--- src/rtl/pacman_motion_ctrl_pkg.sv ---
// ---------------------------------------------------------------------------
// pacman_motion_ctrl_pkg
// Shared types, maze geometry and helper functions for the Pacman motion
// controller.
//   dir_t      : facing direction, RIGHT=0 LEFT=1 UP=2 DOWN=3
//   state_t    : STOPPED / MOVING
//   nbr_t      : neighbour tile query result (coords, off-map flag, tunnel flag)
//   opposite() : reverse of a direction
//   neighbour(): tile next to (tx,ty) in a direction, with tunnel wrapping
// ---------------------------------------------------------------------------
package pacman_motion_ctrl_pkg;

  typedef enum logic [1:0] {
    RIGHT = 2'd0,
    LEFT  = 2'd1,
    UP    = 2'd2,
    DOWN  = 2'd3
  } dir_t;

  typedef enum logic {
    STOPPED = 1'b0,
    MOVING  = 1'b1
  } state_t;

  localparam int MAP_W      = 28;
  localparam int MAP_H      = 36;
  localparam int TILE       = 8;
  localparam int TILE_SHIFT = 3;
  localparam int TUNNEL_ROW = 17;
  localparam int START_X    = 80;
  localparam int START_Y    = 64;

  // Leftmost pixel column of the last tile; the tunnel wraps between here and 0.
  localparam logic [8:0] WRAP_X = 9'((MAP_W - 1) * TILE);

  typedef struct packed {
    logic [4:0] tx;
    logic [5:0] ty;
    logic       outside;
    logic       tunnel;
  } nbr_t;

  function automatic dir_t opposite(input dir_t d);
    dir_t r;
    case (d)
      RIGHT:   r = LEFT;
      LEFT:    r = RIGHT;
      UP:      r = DOWN;
      default: r = UP;
    endcase
    return r;
  endfunction

  // Neighbour of (tx,ty) in direction d. Stepping sideways off the tunnel row
  // lands on the opposite edge column and is flagged as tunnel (always free);
  // any other step off the map is flagged outside (always a wall).
  function automatic nbr_t neighbour(input logic [4:0] tx, input logic [5:0] ty,
                                     input dir_t d);
    int   nx;
    int   ny;
    nbr_t n;
    nx = int'(tx);
    ny = int'(ty);
    case (d)
      RIGHT:   nx = nx + 1;
      LEFT:    nx = nx - 1;
      UP:      ny = ny - 1;
      default: ny = ny + 1;
    endcase
    n.tx      = nx[4:0];
    n.ty      = ny[5:0];
    n.outside = 1'b0;
    n.tunnel  = 1'b0;
    if (ny < 0 || ny >= MAP_H) begin
      n.outside = 1'b1;
    end else if (nx < 0 || nx >= MAP_W) begin
      if (ny == TUNNEL_ROW) begin
        n.tunnel = 1'b1;
        n.tx     = (nx < 0) ? 5'(MAP_W - 1) : 5'd0;
      end else begin
        n.outside = 1'b1;
      end
    end
    return n;
  endfunction

endpackage

--- src/rtl/pacman_motion_ctrl_dir_req.sv ---
// ---------------------------------------------------------------------------
// pacman_dir_req
// Button priority encoder plus "requested direction" latch. The latest press
// is remembered until the motion controller consumes it by turning.
//   CLK60HZ     : frame clock
//   rst         : synchronous active-high reset, drops any pending request
//   i_btnU/D/L/R: raw level buttons, priority U > D > L > R
//   i_consume   : motion controller has adopted the request this edge
//   o_reqDir    : requested direction (dir_t encoding)
//   o_reqValid  : a request is pending
// ---------------------------------------------------------------------------
module pacman_dir_req
  import pacman_motion_ctrl_pkg::*;
(
  input  logic       CLK60HZ,
  input  logic       rst,
  input  logic       i_btnU,
  input  logic       i_btnD,
  input  logic       i_btnL,
  input  logic       i_btnR,
  input  logic       i_consume,
  output logic [1:0] o_reqDir,
  output logic       o_reqValid
);

  dir_t r_reqDir;
  logic r_reqValid;
  dir_t w_pressDir;
  logic w_anyPress;

  assign w_anyPress = i_btnU | i_btnD | i_btnL | i_btnR;

  // Pick the highest-priority button that is down; RIGHT is the fall-through
  // and is only used when w_anyPress says some button is actually held.
  always_comb begin
    w_pressDir = RIGHT;
    if (i_btnU) begin
      w_pressDir = UP;
    end else if (i_btnD) begin
      w_pressDir = DOWN;
    end else if (i_btnL) begin
      w_pressDir = LEFT;
    end
  end

  // A fresh press always wins over consumption, so a held button keeps the
  // request alive even on the edge where the previous one was adopted.
  always_ff @(posedge CLK60HZ) begin
    if (rst) begin
      r_reqValid <= 1'b0;
      r_reqDir   <= LEFT;
    end else if (w_anyPress) begin
      r_reqValid <= 1'b1;
      r_reqDir   <= w_pressDir;
    end else if (i_consume) begin
      r_reqValid <= 1'b0;
    end
  end

  assign o_reqDir   = r_reqDir;
  assign o_reqValid = r_reqValid;

endmodule

--- src/rtl/pacman_motion_ctrl.sv ---
// ---------------------------------------------------------------------------
// pacman_motion_ctrl
// Turns the four buttons into a maze-legal Pacman position, one pixel per
// frame. Perpendicular turns only happen at tile alignment, reversals happen
// at once, walls stop motion, and the tunnel row wraps horizontally.
//   CLK60HZ, rst          : frame clock, synchronous active-high reset
//   BTNU/BTND/BTNL/BTNR   : level buttons
//   q_cur_tx/ty, q_cur_wall : map query for the tile ahead in dir
//   q_req_tx/ty, q_req_wall : map query for the tile ahead in requested dir
//   x_pac, y_pac          : registered top-left pixel position
//   dir                   : current facing direction (dir_t)
//   moving                : 1 while in the MOVING state
// ---------------------------------------------------------------------------
module pacman_motion_ctrl
  import pacman_motion_ctrl_pkg::*;
(
  input  logic       CLK60HZ,
  input  logic       rst,
  input  logic       BTNU,
  input  logic       BTND,
  input  logic       BTNL,
  input  logic       BTNR,
  output logic [4:0] q_cur_tx,
  output logic [5:0] q_cur_ty,
  input  logic       q_cur_wall,
  output logic [4:0] q_req_tx,
  output logic [5:0] q_req_ty,
  input  logic       q_req_wall,
  output logic [8:0] x_pac,
  output logic [8:0] y_pac,
  output logic [1:0] dir,
  output logic       moving
);

  logic [8:0] r_x;
  logic [8:0] r_y;
  dir_t       r_dir;
  state_t     r_state;

  logic [8:0] w_nextX;
  logic [8:0] w_nextY;
  dir_t       w_nextDir;
  state_t     w_nextState;

  logic [1:0] w_reqDirRaw;
  logic       w_reqValid;
  dir_t       w_reqDir;
  dir_t       w_effReq;
  logic       w_consume;

  logic [4:0] w_tx;
  logic [5:0] w_ty;
  logic       w_aligned;
  nbr_t       w_curNbr;
  nbr_t       w_reqNbr;
  logic       w_curBlocked;
  logic       w_reqBlocked;
  logic       w_turn;
  dir_t       w_moveDir;
  logic       w_moveBlocked;

  pacman_dir_req u_dirReq (
    .CLK60HZ    (CLK60HZ),
    .rst        (rst),
    .i_btnU     (BTNU),
    .i_btnD     (BTND),
    .i_btnL     (BTNL),
    .i_btnR     (BTNR),
    .i_consume  (w_consume),
    .o_reqDir   (w_reqDirRaw),
    .o_reqValid (w_reqValid)
  );

  assign w_reqDir = dir_t'(w_reqDirRaw);
  assign w_effReq = w_reqValid ? w_reqDir : r_dir;

  // x never exceeds 216 and y never exceeds 280, so the tile indices fit in
  // 5 and 6 bits respectively.
  assign w_tx      = r_x[TILE_SHIFT+4:TILE_SHIFT];
  assign w_ty      = r_y[TILE_SHIFT+5:TILE_SHIFT];
  assign w_aligned = (r_x[TILE_SHIFT-1:0] == '0) && (r_y[TILE_SHIFT-1:0] == '0);

  assign w_curNbr = neighbour(w_tx, w_ty, r_dir);
  assign w_reqNbr = neighbour(w_tx, w_ty, w_effReq);

  assign q_cur_tx = w_curNbr.tx;
  assign q_cur_ty = w_curNbr.ty;
  assign q_req_tx = w_reqNbr.tx;
  assign q_req_ty = w_reqNbr.ty;

  // Tunnel exits are open no matter what the ROM says about the wrapped
  // column; leaving the map anywhere else is a wall.
  assign w_curBlocked = !w_curNbr.tunnel && (w_curNbr.outside || q_cur_wall);
  assign w_reqBlocked = !w_reqNbr.tunnel && (w_reqNbr.outside || q_req_wall);

  // Turn decision then movement, both in one pass. A reversal is taken
  // anywhere; any other request waits for alignment and an open tile. The
  // step after a turn uses the new direction and the wall bit that goes with
  // it, so a turn and its first pixel land on the same edge.
  always_comb begin
    w_turn        = 1'b0;
    w_nextDir     = r_dir;
    w_nextState   = r_state;
    w_nextX       = r_x;
    w_nextY       = r_y;
    if (w_reqValid && (w_reqDir == opposite(r_dir))) begin
      w_turn = 1'b1;
    end else if (w_reqValid && w_aligned && !w_reqBlocked) begin
      w_turn = 1'b1;
    end
    if (w_turn) begin
      w_nextDir = w_reqDir;
    end
    w_moveDir     = w_turn ? w_reqDir : r_dir;
    w_moveBlocked = w_turn ? w_reqBlocked : w_curBlocked;
    if (w_aligned && w_moveBlocked) begin
      w_nextState = STOPPED;
    end else if ((r_state == MOVING) || w_turn) begin
      w_nextState = MOVING;
      case (w_moveDir)
        RIGHT:   w_nextX = (r_x == WRAP_X) ? 9'd0 : r_x + 9'd1;
        LEFT:    w_nextX = (r_x == 9'd0) ? WRAP_X : r_x - 9'd1;
        UP:      w_nextY = r_y - 9'd1;
        default: w_nextY = r_y + 9'd1;
      endcase
    end
  end

  assign w_consume = w_turn;

  // Position, facing and FSM state all update together once per frame.
  always_ff @(posedge CLK60HZ) begin
    if (rst) begin
      r_x     <= 9'(START_X);
      r_y     <= 9'(START_Y);
      r_dir   <= LEFT;
      r_state <= STOPPED;
    end else begin
      r_x     <= w_nextX;
      r_y     <= w_nextY;
      r_dir   <= w_nextDir;
      r_state <= w_nextState;
    end
  end

  assign x_pac  = r_x;
  assign y_pac  = r_y;
  assign dir    = r_dir;
  assign moving = (r_state == MOVING);

endmodule

--- config.mk ---
export PLATFORM = sky130hd
export DESIGN_NAME = pacman_motion_ctrl
export DESIGN_NICKNAME = d
export VERILOG_FILES = /design/src/rtl/pacman_motion_ctrl_pkg.sv /design/src/rtl/pacman_motion_ctrl_dir_req.sv /design/src/rtl/pacman_motion_ctrl.sv
export SDC_FILE = /design/constraint.sdc
export NUM_CORES = 1
export LEC_CHECK = 0
export ABC_CLOCK_PERIOD_IN_PS = 5800
export CORE_MARGIN = 4
export CORE_UTILIZATION = 55
export CTS_CLUSTER_DIAMETER = 100
export DETAILED_ROUTE_END_ITERATION = 10
export PLACE_DENSITY = 0.8
export SYNTH_ARGS = -nofsm -noshare
export SYNTH_HDL_FRONTEND = slang
export SYNTH_SLANG_ARGS = --single-unit
--- constraint.sdc ---
create_clock -name CLK60HZ -period 5.8 [get_ports CLK60HZ]
set_input_delay 1.16 -clock CLK60HZ [delete_from_list [all_inputs] [get_ports CLK60HZ]]
set_output_delay 1.16 -clock CLK60HZ [all_outputs]
set_load 0.005 [all_outputs]
# Word level (Yosys, flattened, before mapping)
# Index checks and enable logic that the tools add are counted.
# totals
reg_bits,24
latchBits,0
ramBits,0
rom_bits,0
out_inout_bits,43
word_cells,105
mem_count,0
# classes
n_addsub,8
mul,0
div_mod_pow,0
magnitude_cmp,8
eq_ne,10
n_shift,0
n_mux,37
bitwise,5
reduce_logical,31
# ops
op,count
case mux 32 bit (2 select lines),4
"< comparator 32 x 1 -> 1 bit, second input constant",4
"equality test 32 x 6 -> 1 bit, second input constant",2
"greater-or-equal comparator 32 x 6 -> 1 bit, second input constant",2
"greater-or-equal comparator 32 x 7 -> 1 bit, second input constant",2
2-to-1 mux 5 bit,8
case mux 9 bit (2 select lines),2
"adder 9 x 1 -> 9 bit, second input constant",2
2-to-1 mux 9 bit,2
"subtractor 9 x 1 -> 9 bit, second input constant",2
2-to-1 mux 1 bit,14
2-to-1 mux 2 bit,6
"equality test 9 x 8 -> 1 bit, second input constant",1
logical NOT 9 bit,1
OR reduction 2 bit,4
"adder 6 x 1 -> 7 bit, second input constant",1
logical AND 1 bit,7
logical OR 1 bit,7
"subtractor 6 x 1 -> 7 bit, second input constant",1
"adder 5 x 1 -> 6 bit, second input constant",1
"equality test 2 x 1 -> 1 bit, second input constant",3
"equality test 2 bit, second input constant",3
logical NOT 2 bit,3
logical NOT 3 bit,2
other kinds (8),15

# Logic depth before layout (Yosys ltp)
# depth
depth_word,19
depth_mapped,19

# Modules after synthesis
# From an unflattened synthesis, not the netlist that was laid out.
# unflattened
cells_unflattened,394
area_unflattened_um2,2934.1
# by_module_without_submodules
module,n_inst,cells_per_inst,area_each_um2,seq_area_each_um2
pacman_motion_ctrl,1,382,2821.5,420.4
pacman_dir_req,1,12,112.6,60.1

# Worst setup path after synthesis
# No wires, ideal clock.
# synth_path
path_kind,flip-flop to flip-flop
start,"register r_y[4], in the netlist y_pac[4]"
end,"register r_y[8], in the netlist y_pac[8]"
setup_ps,123
t_arrival_ps,4271
setup_slack_ps,1406
stages_incl_launch_ff,20
n_path_buf,2
path_cell_list,dfxtp_1 -> clkbuf_1 -> inv_1 -> ha_1 -> or3b_1 -> mux2_2 -> nor2b_1 -> a2111oi_1 -> nand3_2 -> o22a_4 -> a21boi_2 -> buf_4 -> nor2_1 -> xnor2_1 -> ha_1 -> nor4_1 -> nor2b_1 -> o21ai_1 -> a21oi_1 -> mux2_1
# synth_via
elab_chain_cells,17
word_cells_on_any_way,46
classes_between,add/sub: 4; order compare: 4; eq/ne: 4; mux: 17; bitwise: 2; reduce/logical: 15
# synth_lines
element,line_no,source
start: declaration,pacman_motion_ctrl.sv:36,logic [8:0] r_y;
start signal: assignment,pacman_motion_ctrl.sv:135,r_y <= 9'(START_Y);
start signal: assignment,pacman_motion_ctrl.sv:140,r_y <= w_nextY;
"parallel branches: the longest is 17 deep, another holds < comparator 32 x 1 -> 1 bit",n/a,
# Parallel ways; which one is timed is not known.
# A chain may end at the register's enable or synchronous reset.

# Final worst setup path
# layout_path
start,"register r_x[3], in the netlist x_pac[3]"
end,output port q_cur_tx[1]
# layout_via
elab_chain_cells,7
word_cells_on_any_way,10
classes_between,add/sub: 2; order compare: 2; mux: 5; reduce/logical: 1
# layout_lines
element,line_no,source
start: declaration,pacman_motion_ctrl.sv:35,logic [8:0] r_x;
start signal: assignment,pacman_motion_ctrl.sv:134,r_x <= 9'(START_X);
start signal: assignment,pacman_motion_ctrl.sv:139,r_x <= w_nextX;
subtractor 5 x 1 -> 6 bit or adder 5 x 1 -> 6 bit (tied branches),"pacman_motion_ctrl_pkg.sv:66, pacman_motion_ctrl_pkg.sv:65",
case mux 32 bit (2 select lines) *,pacman_motion_ctrl_pkg.sv:64,case (d)
< comparator 32 x 1 -> 1 bit,"pacman_motion_ctrl_pkg.sv:76, pacman_motion_ctrl_pkg.sv:79",
2-to-1 mux 5 bit,pacman_motion_ctrl_pkg.sv:79,n.tx = (nx < 0) ? 5'(MAP_W - 1) : 5'd0;
2-to-1 mux 5 bit,pacman_motion_ctrl_pkg.sv:77,if (ny == TUNNEL_ROW) begin
2-to-1 mux 5 bit,pacman_motion_ctrl_pkg.sv:76,end else if (nx < 0 || nx >= MAP_W) begin
2-to-1 mux 5 bit *,pacman_motion_ctrl_pkg.sv:74,if (ny < 0 || ny >= MAP_H) begin
end: declaration,pacman_motion_ctrl.sv:23,"output logic [4:0] q_cur_tx,"
# Every way passes the cells marked *; elsewhere a longest branch is shown, timed or not.

==> run summary <==
The logs give 0 for the total grt overflow and 0.522 ns for the post-route worst hold slack. In this run the deepest clock path goes through 2 buffers. The fraction of layout cells with a size suffix above 1 works out to 10.5%.

For the insertion delay of the later-clocked pin in the worst-skew pair, the log shows 0.27 ns. Entering global routing, the biggest net connects 28 pins. Summed over all cells, the static leakage comes to 1.29 nW.

For the largest clock skew in the final design, the log shows 0.00558 ns. For the power consumption, the log shows 0.000957 W. The tools report the type of origin of the critical path as a register. The sequential area share after synthesis came out at 15.7%.

The post-layout net count is 465, and the final-layout fill cell count is 476. From synthesis to final layout, the design area changed by 17.9%. The number of slew-limit violations in the final report was 0. The die covers 6810 sq um. CTS saw 24 sinks. The die is 82.5 um tall. The tools report the via count of the first global-routing pass as 2,994. Using the TritonRoute via totals, the vias-per-cell ratio works out to 6.37. After clock tree synthesis, the clock-pin slew on the worst setup and hold paths is 0.09 ns. Static timing analysis puts the maximum clock frequency at 204 MHz.

The worst-case headroom to the max-slew limit was 33.8%. The root buffer cell chosen for the clock tree is clkbuf_8. The critical-path cell with the highest stage delay was dfxtp_1.

The most common cell after layout, fill and taps aside is clkdlybuf4s50_1. The number of antenna diodes in the final layout is 0. Setup repair after global routing left no endpoint under its margin. For this block, the initial DRC count from the detailed router was 351.

The hold violation total from the final report was 0. TritonCTS built the clock tree. The tools report the final antenna-violating net count as 0.

The signal on the critical path passes through inv_1, ha_1, nor3b_1, a21oi_1, mux2i_1, o32ai_1, and4b_1, nand2_1, o21ai_0, a21oi_1, o22ai_1, clkdlybuf4s50_1. The first global-routing pass estimated 15,000 um of wire. The region available for standard cell placement spans 5240 sq um. Row generation in the floorplan step produced 26 rows. Of all flip-flops after synthesis, the portion carrying an async set or reset was 0%. In this run the worst path has a maximum fanout of 15.

The worst setup path category was register to primary output. The cell that appears most often on the critical path is a21oi_1. The logs give 0 for the initial antenna violation count and 518 for the number of standard cells in the layout, taps in and fillers out. The number of gates resized after CTS was 0. Counting distinct cell types in the post-synthesis netlist gives 76. Number of cells after detailed placement: 514. The tools report the total number of H-tree levels as 1. Buffers added to address setup during post-CTS repair amount to 0. Wires add up to 8830 um. The synthesized area divided by synthesized cell count came out at 7.34 sq um. The count of warnings emitted by yosys was 0; the shortest period the worst path allows was 4.91 ns.

For this run, the slowest stage of the critical path takes 0.65 ns. At the pin with the least slew margin, the transition time is 0.990 ns. Buffers inserted to repair hold after CTS numbered 0.

Pin placement for this block handled 51 I/O pins. The congestion estimate from routability-driven global placement came to 1.02. The flow ran to the end, and the final reports show no timing, DRC or antenna violations.

In the layout the commonest cells are clkdlybuf4s50_1 (50), nor2_1 (40), nand2_1 (31). The final routed DRC violation total was 0; the average wire per standard cell was 17.1 um. In this run the power density over the cells is 266 nW/um^2. The routed layout has 3,301 vias.

The final setup TNS is 0 ns. Across the VDD grid, the largest voltage drop is 0.234 mV. In the final layout, the multi-input gates occupy 2350 sq um.

In this run, synthesis produced a sequential element count of 24. The initial core utilization came out at 58.3%. The max capacitance violation total is 0.

The first detailed-routing pass ran for 5 iterations. The sequential cell area was 480 sq um; the number of nets produced by synthesis was 432. STA classifies the critical path endpoint as a primary output. In this run the horizontal extent of the chip is 82.5 um.

The number of buffers created by CTS was 3. The total setup violations reported at the end of the flow was 0. For this run, the leading register cell type out of synthesis is dfxtp_1.

The final clock period utilization by the worst path was 84.6%; the aggregate global-route resource usage was 27.7%. After synthesis the cells add up to 3050 sq um. The number of flops mapped to enable cells by yosys is 0, and the count of input and output buffers is 50. The min-delay analysis places its worst path in the category register to register.

The run gives 416 as the synthesized instance count. The HPWL reported at the end of detailed placement was 6650 um. Data arrives at the worst endpoint at 3.75 ns. Data on the critical path is required at its endpoint by 4.64 ns. The end-of-flow core utilization was 68.7%.
-- area by class of cell --
| class | instances | area share, % |
|---|---|---|
| multi-input combinational | 344 | 65.2 |
| clock buffer | 4 | 1.53 |
| inverter | 18 | 1.88 |
| sequential | 24 | 13.3 |
| timing repair buffer | 58 | 15.6 |
| tap | 70 | 2.43 |
-- flip-flops by register name (all words and copies together) (netlist names) --
| name | flops |
|---|---|
| y_pac | 9 |
| u_dirReq.o_reqDir | 2 |
| u_dirReq.o_reqValid | 1 |
| moving | 1 |
| x_pac | 9 |
| dir | 2 |
-- stage by stage --
| stage | area, sq um | setup slack, ns |
|---|---|---|
| final | 3600 | 0.895 |
| after global routing | 3600 | 0.530 |
| after CTS | 3600 | 0.950 |
| after detailed placement | 3540 | 1.07 |
| after global placement | 3540 | 1.19 |
| after floorplan | 3050 | 1.41 |
-- cells by family (layout without fill, tap and decap cells) --
logic type	after synthesis	count (layout)	share of synthesized area [%]
AOI/OAI and AO/OA	112	112	26.3
xor gates and xnor gates	23	23	6.60
adders and majority gates	8	8	3.28
buffers and inverters	48	80	7.37
DFF	24	24	15.7
muxes	28	28	10.4
and+or+nand+nor	173	173	30.4
-- synth_stat cells (4+ instances only) --
cell | count | area, sq um
nor2_1 | 40 | 150
nand2_1 | 31 | 116
a21oi_1 | 24 | 120
dfxtp_1 | 24 | 480
o21ai_0 | 22 | 110
clkbuf_1 | 16 | 60.1
inv_1 | 16 | 60.1
xnor2_1 | 16 | 140
mux2i_1 | 14 | 140
nor3_1 | 13 | 65.1
nand3_1 | 11 | 55.1
or3_1 | 10 | 62.6
and3_1 | 8 | 50.1
ha_1 | 8 | 100
nor2b_1 | 8 | 50.1
and2_1 | 7 | 43.8
nand4_1 | 7 | 43.8
o21ai_1 | 7 | 35.0
xor2_1 | 7 | 61.3
buf_2 | 6 | 30.0
mux2_1 | 5 | 56.3
nor4_1 | 5 | 31.3
o211ai_1 | 5 | 37.5
o22ai_1 | 5 | 31.3
or2_2 | 5 | 31.3
buf_6 | 4 | 45.0
-- worst max-delay path: cells and delay by family, from the launching register on --
| kind | cells | cell delay [ns] |
|---|---|---|
| compound gates | 5 | 0.92 |
| fa+ha+maj | 1 | 0.28 |
| simple gates | 3 | 0.79 |
| flops | 1 | 0.65 |
| buf+inv | 2 | 0.71 |
| mux | 1 | 0.10 |
-- metal layers --
| layer | global-route usage [%] | vias to the layer above | routed length [um] | part of all wire (%) |
|---|---|---|---|---|
| met5 | 0 | - | 0 | 0 |
| met4 | 6.54 | 0 | 103 | 1.2 |
| met1 | 41.4 | 1544 | 4020 | 46 |
| met3 | 3.47 | 11 | 735 | 8.3 |
| li1 | - | 1603 | - | - |
| met2 | 41.7 | 143 | 3970 | 45 |
-- report_power, final --
part	switching, W	total, W	internal, W	leakage (nW)
Clock	0.0000571	0.000118	0.0000607	0.0288
Sequential	0.0000586	0.000247	0.000188	0.196
Combinational	0.000318	0.000593	0.000275	1.07
-- final timing paths --
path	from	endpoint	slack, ns	cells past startpoint
setup / recovery	x_pac[3]	q_cur_tx[1]	0.89	12
hold / removal	x_pac[8]	x_pac[8]	0.52	2
setup reg to reg	x_pac[3]	y_pac[8]	1.01	18
hold reg to reg	x_pac[8]	x_pac[8]	0.52	2
(Power assumes the default switching activity.)
